## src/rtl/qam_carrier_sched.sv

```systemverilog
// qam_carrier_sched: sequences I/Q symbols into the cosine/sine carrier
// multipliers. Each accepted symbol is held for sps samples while a phase
// index walks the 16-step carrier period. A lat-deep delay line lines the
// sample-valid strobe up with the multiplier outputs.
module qam_carrier_sched #(
  parameter int width_sym = 16,
  parameter int width_sel = 4,
  parameter int sps       = 16,
  parameter int lat       = 2
) (
  input  logic                 clk,
  input  logic                 rst_n,
  input  logic                 enable,
  input  logic [width_sym-1:0] sym_i,
  input  logic [width_sym-1:0] sym_q,
  input  logic                 sym_valid,
  output logic                 sym_ready,
  output logic [width_sym-1:0] mul_data_i,
  output logic [width_sym-1:0] mul_data_q,
  output logic [width_sel-1:0] mul_sel_cos,
  output logic [width_sel-1:0] mul_sel_sin,
  output logic                 mul_start,
  output logic                 out_valid,
  output logic                 busy,
  output logic                 underrun
);

  typedef enum logic [1:0] {ST_IDLE, ST_RUN, ST_DRAIN} state_t;

  localparam int DW = (lat > 1) ? $clog2(lat) : 1;
  localparam logic [7:0]           SC_LAST = 8'(sps - 1);
  localparam logic [DW-1:0]        DR_LAST = DW'(lat - 1);
  // A quarter period behind cosine gives sine: (k + 3/4 period) mod period.
  localparam logic [width_sel-1:0] SIN_OFS = width_sel'((3 * (1 << width_sel)) / 4);

  state_t               state_q, state_d;
  logic [width_sel-1:0] ph_q, ph_d;
  logic [7:0]           sc_q, sc_d;
  logic [DW-1:0]        dr_q, dr_d;
  logic [width_sym-1:0] data_i_q, data_i_d;
  logic [width_sym-1:0] data_q_q, data_q_d;
  logic                 start_q, start_d;
  logic                 und_q, und_d;
  logic [lat-1:0]       dl_q, dl_d;
  logic                 accept;

  // Ready depends only on registered state and the live enable request.
  assign sym_ready = enable & ((state_q == ST_IDLE) |
                               ((state_q == ST_RUN) & (sc_q == SC_LAST)));
  assign accept    = sym_valid & sym_ready;

  // Next-state logic for the IDLE/RUN/DRAIN sequencer and its counters.
  always_comb begin
    state_d  = state_q;
    ph_d     = ph_q;
    sc_d     = sc_q;
    dr_d     = dr_q;
    data_i_d = data_i_q;
    data_q_d = data_q_q;
    start_d  = start_q;
    und_d    = 1'b0;
    case (state_q)
      ST_IDLE: begin
        if (accept) begin
          state_d  = ST_RUN;
          ph_d     = '0;
          sc_d     = '0;
          start_d  = 1'b1;
          data_i_d = sym_i;
          data_q_d = sym_q;
        end
      end
      ST_RUN: begin
        // Phase keeps running across symbol boundaries (phase-continuous).
        ph_d = ph_q + width_sel'(1);
        sc_d = sc_q + 8'd1;
        if (sc_q == SC_LAST) begin
          if (accept) begin
            sc_d     = '0;
            data_i_d = sym_i;
            data_q_d = sym_q;
          end else begin
            // Feed zeros for lat cycles so the multiplier pipeline empties.
            state_d  = ST_DRAIN;
            dr_d     = '0;
            data_i_d = '0;
            data_q_d = '0;
            und_d    = enable;
          end
        end
      end
      ST_DRAIN: begin
        ph_d = ph_q + width_sel'(1);
        dr_d = dr_q + DW'(1);
        if (dr_q == DR_LAST) begin
          state_d = ST_IDLE;
          start_d = 1'b0;
          ph_d    = '0;
          sc_d    = '0;
        end
      end
      default: state_d = ST_IDLE;
    endcase
  end

  // Delay line for the data-bearing flag: bit 0 is the current RUN flag.
  assign dl_d[0] = (state_q == ST_RUN);
  for (genvar gi = 1; gi < lat; gi++) begin : g_dl
    assign dl_d[gi] = dl_q[gi-1];
  end

  // State and datapath registers; reset discards any in-flight samples.
  always_ff @(posedge clk or negedge rst_n) begin
    if (!rst_n) begin
      state_q  <= ST_IDLE;
      ph_q     <= '0;
      sc_q     <= '0;
      dr_q     <= '0;
      data_i_q <= '0;
      data_q_q <= '0;
      start_q  <= 1'b0;
      und_q    <= 1'b0;
      dl_q     <= '0;
    end else begin
      state_q  <= state_d;
      ph_q     <= ph_d;
      sc_q     <= sc_d;
      dr_q     <= dr_d;
      data_i_q <= data_i_d;
      data_q_q <= data_q_d;
      start_q  <= start_d;
      und_q    <= und_d;
      dl_q     <= dl_d;
    end
  end

  assign mul_data_i  = data_i_q;
  assign mul_data_q  = data_q_q;
  assign mul_sel_cos = ph_q;
  assign mul_sel_sin = ph_q + SIN_OFS;
  assign mul_start   = start_q;
  assign out_valid   = dl_q[lat-1];
  assign busy        = (state_q != ST_IDLE) | (|dl_q);
  assign underrun    = und_q;

endmodule

```

## config.mk

```make
export PLATFORM = sky130hd
export DESIGN_NAME = qam_carrier_sched
export DESIGN_NICKNAME = d
export VERILOG_FILES = /design/src/rtl/qam_carrier_sched.sv
export SDC_FILE = /design/constraint.sdc
export NUM_CORES = 1
export LEC_CHECK = 0
export ABC_AREA = 1
export CORE_ASPECT_RATIO = 1.4
export CORE_UTILIZATION = 40
export DETAILED_ROUTE_END_ITERATION = 8
export GPL_ROUTABILITY_DRIVEN = 0
export PLACE_DENSITY = 0.74
export SLEW_MARGIN = 10
export SYNTH_ARGS = -nofsm -noshare
export SYNTH_HDL_FRONTEND = slang
export SYNTH_SLANG_ARGS = --single-unit
```

## constraint.sdc

```tcl
create_clock -name clk -period 1.8 [get_ports clk]
set_clock_uncertainty 0.1 [all_clocks]
set_input_delay 0.27 -clock clk [delete_from_list [all_inputs] [get_ports clk]]
set_output_delay 0.27 -clock clk [all_outputs]
set_load 0.01 [all_outputs]
```

==> metrics.cfg <==
[routing]
vias_per_cell=4.95
vias=2318
wl_per_cell_um=14.2
routed_wl_mm=6.63
routed-wl-met3_um=394
drt-initial-drc-count=135
top_layer=met4
met2_length_mm=3.55
drcViolationCount=0
drt-pass1-iter-count=4
m1WireLength_mm=2.63
antenna_left=0

[global_routing]
grt_antenna_before_repair=0
grt_max_degree=52
grt_pass1_wl_mm=8.84
grt_pass1_vias=2100
track_usage=0.177
grt_overflow=0

[logic_synthesis]
synthArstFlopShare=1.00
yosys_warnings=0
synth_fp_nets=326
synth.distinct_cells=28
synth_edf_count=0
syn-cell-area_um2=2480
ys_seq_elements=51
seq_area_frac_synth=0.515
ys.flop_type=dfrtp_1
post_synth.cell_area_avg_um2=8.79
syn_inst=282

[worst_setup_path]
end_kind=flip-flop
crit_slowest_cell=dfrtp_1
max_stage_delay_ns=0.40
worstSetupStartpointType=flip-flop
cp.arrival_ns=1.92
critical_path.max_fanout=13
cp_cell_sequence=inv_2 > ha_4 > buf_6 > nor2_1 > buf_4 > nor2_8 > clkbuf_16 > nand3_1 > nand2_1
required_ns=1.93
path_buf_inv=4
cp_top_family=buffers and inverters
critical_path_class=reg2reg

[run_status]
status=finished clean

[power_and_ir_drop]
p_leak_nw=1.90
peakVddDrop_mv=0.957
powerDensity_nw_per_um2=1660

[layout]
seq_area_um2=1280
num_antenna_cells=0
final_nets=441
fillers=468
drive_above_1_share=0.201
syn2layout_area_growth_pct=57.2
multi_input_area_um2=1100

[clocking]
clk_path_buf_depth=2
path_clk_slew_ns=0.09
cts_root_buffer=clkbuf_8
cts_tree=built
ctsHtreeMaxLevel=2
cts_made_buffers=5
cts.sinks=51
clock_latency_ns=0.29

[timing]
max_slew_margin=0.739
rsz0062_at_grt=true
period_share=0.994
hold_viol_final=0
drv_slew=0
max_freq_mhz=559
layout_min_cycle_time_ns=1.79
worstMarginPinSlew_ns=0.390
holdWs_ns=0.296
setup_viol=0
finalSetupTns_ns=0

[run]
cap_violations=0

[floorplan]
start_util=0.420
pin_count=81
dieHeight_um=95.1
core_area_um2=5900
die-area_um2=6520
row_count=33
fp.dieW_um=68.5

[min_path]
min_path_type=reg2reg

[place]
io_buffers=80
dp_hpwl_mm=4.14

==> report_power, final <==
part / switching [W] / total (W) / internal, W
registers: 0.000224 / 0.00179 / 0.00157
logic: 0.00195 / 0.00391 / 0.00195
clock network: 0.000371 / 0.000786 / 0.000414
total: 0.00255 / 0.00648 / 0.00394
==> sequential cells by signal (all words and copies together), names as in the netlist <==
signal	count
mul_start	1
mul_sel_cos	4
dr_q	1
state_q	2
dl_q	2
mul_data_q	16
sc_q	8
mul_data_i	16
underrun	1
==> worst reg2reg max path: stages, from the launching register on <==
cell and delay [ns]:
dfrtp_1 0.40, inv_2 0.11, ha_4 0.15, buf_6 0.18
nor2_1 0.06, buf_4 0.15, nor2_8 0.22, clkbuf_16 0.21
nand3_1 0.08, nand2_1 0.07
==> synthesized netlist by cell type, types with 3 or more instances <==
master / count / area [um2]
buf_6: 10 / 113
dfrtp_1: 51 / 1280
ha_1: 8 / 100
inv_1: 20 / 75.1
nand2_1: 93 / 349
nand2_2: 3 / 18.8
nand3_1: 47 / 235
nand4_1: 3 / 18.8
nor2_1: 12 / 45.0
o21ai_0: 11 / 55.1
xor2_1: 4 / 35.0
==> area by class of cell <==
class | instances | share of cell area
clock inverters | 3 | 0.0112
flip-flops and latches | 51 | 0.328
inverters | 22 | 0.0231
well taps | 70 | 0.0225
clock buffers | 5 | 0.0177
multi-input cells | 196 | 0.281
repair buffers | 121 | 0.316
==> per-stage QoR <==
| step | power, W | utilization | cell area (um2) | setup WS [ns] | cells |
|---|---|---|---|---|---|
| floorplan | 0.00365 | - | 2480 | 0.110 | 282 |
| global placement | 0.00491 | 0.588 | 3470 | -0.178 | 446 |
| detailed placement | 0.00498 | 0.588 | 3470 | -0.202 | 446 |
| CTS | 0.00580 | 0.611 | 3610 | -0.0155 | 457 |
| global route | 0.00691 | 0.660 | 3890 | -0.0656 | 468 |
| finish | 0.00648 | 0.660 | 3890 | 0.0100 | 468 |
==> kinds of logic (layout without fill, tap and decap cells) <==
group           Yosys count  in the layout  share of synthesized area
buf+inv                  35            151                     0.0874
flops                    51             51                      0.515
simple gates            165            165                      0.297
fa+ha+maj                 8              8                     0.0404
compound gates           18             18                     0.0424
xor+xnor                  5              5                     0.0177
==> cells in the final DEF, fill, tap and decap left out, types with 3 or more instances in the layout <==
master / netlist / routed
o21ai_0: 11 / 3
clkbuf_8: 0 / 5
buf_4: 2 / 28
inv_2: 1 / 5
nand3_1: 47 / 41
buf_6: 10 / 6
nand4_1: 3 / 3
xor2_1: 4 / 4
o21ai_1: 0 / 8
clkbuf_16: 0 / 4
buf_12: 0 / 3
nand3_2: 1 / 6
nand2_1: 93 / 90
ha_1: 8 / 5
nand2_2: 3 / 3
clkdlybuf4s50_1: 0 / 76
inv_1: 20 / 16
nor2_1: 12 / 11
dfrtp_1: 51 / 50
==> what timing repair did <==
item | 4_1_cts | 5_1_grt
setup endpoints to repair | 36 | 47
gates resized for setup | 12 | 35
endpoints found under the hold margin | 51 | 0
hold buffers | 1 | 0
setup buffers | 2 | 5
cloned | 0 | 6
pin swaps | 3 | 9
==> layer usage <==
metal  global-route usage  vias up
met4               0.0816        0
li1                     -     1133
met2                0.303       76
met1                0.209     1105
met5                    0        -
met3               0.0323        4
==> path summary, 6_finish.rpt <==
kind / endpoint / start / slack (ns) / depth (start not counted)
setup / recovery: mul_data_q[12] / state_q[1] / 0.01 / 9
hold / removal: dl_q[1] / dl_q[0] / 0.30 / 0
setup reg to reg: mul_data_q[12] / state_q[1] / 0.01 / 9
hold reg to reg: dl_q[1] / dl_q[0] / 0.30 / 0
max in group asynchronous: state_q[0] / rst_n / 0.98 / 3
min in group asynchronous: sc_q[0] / rst_n / 0.39 / 3
Note: power is estimated with default switching activity, not from simulation.
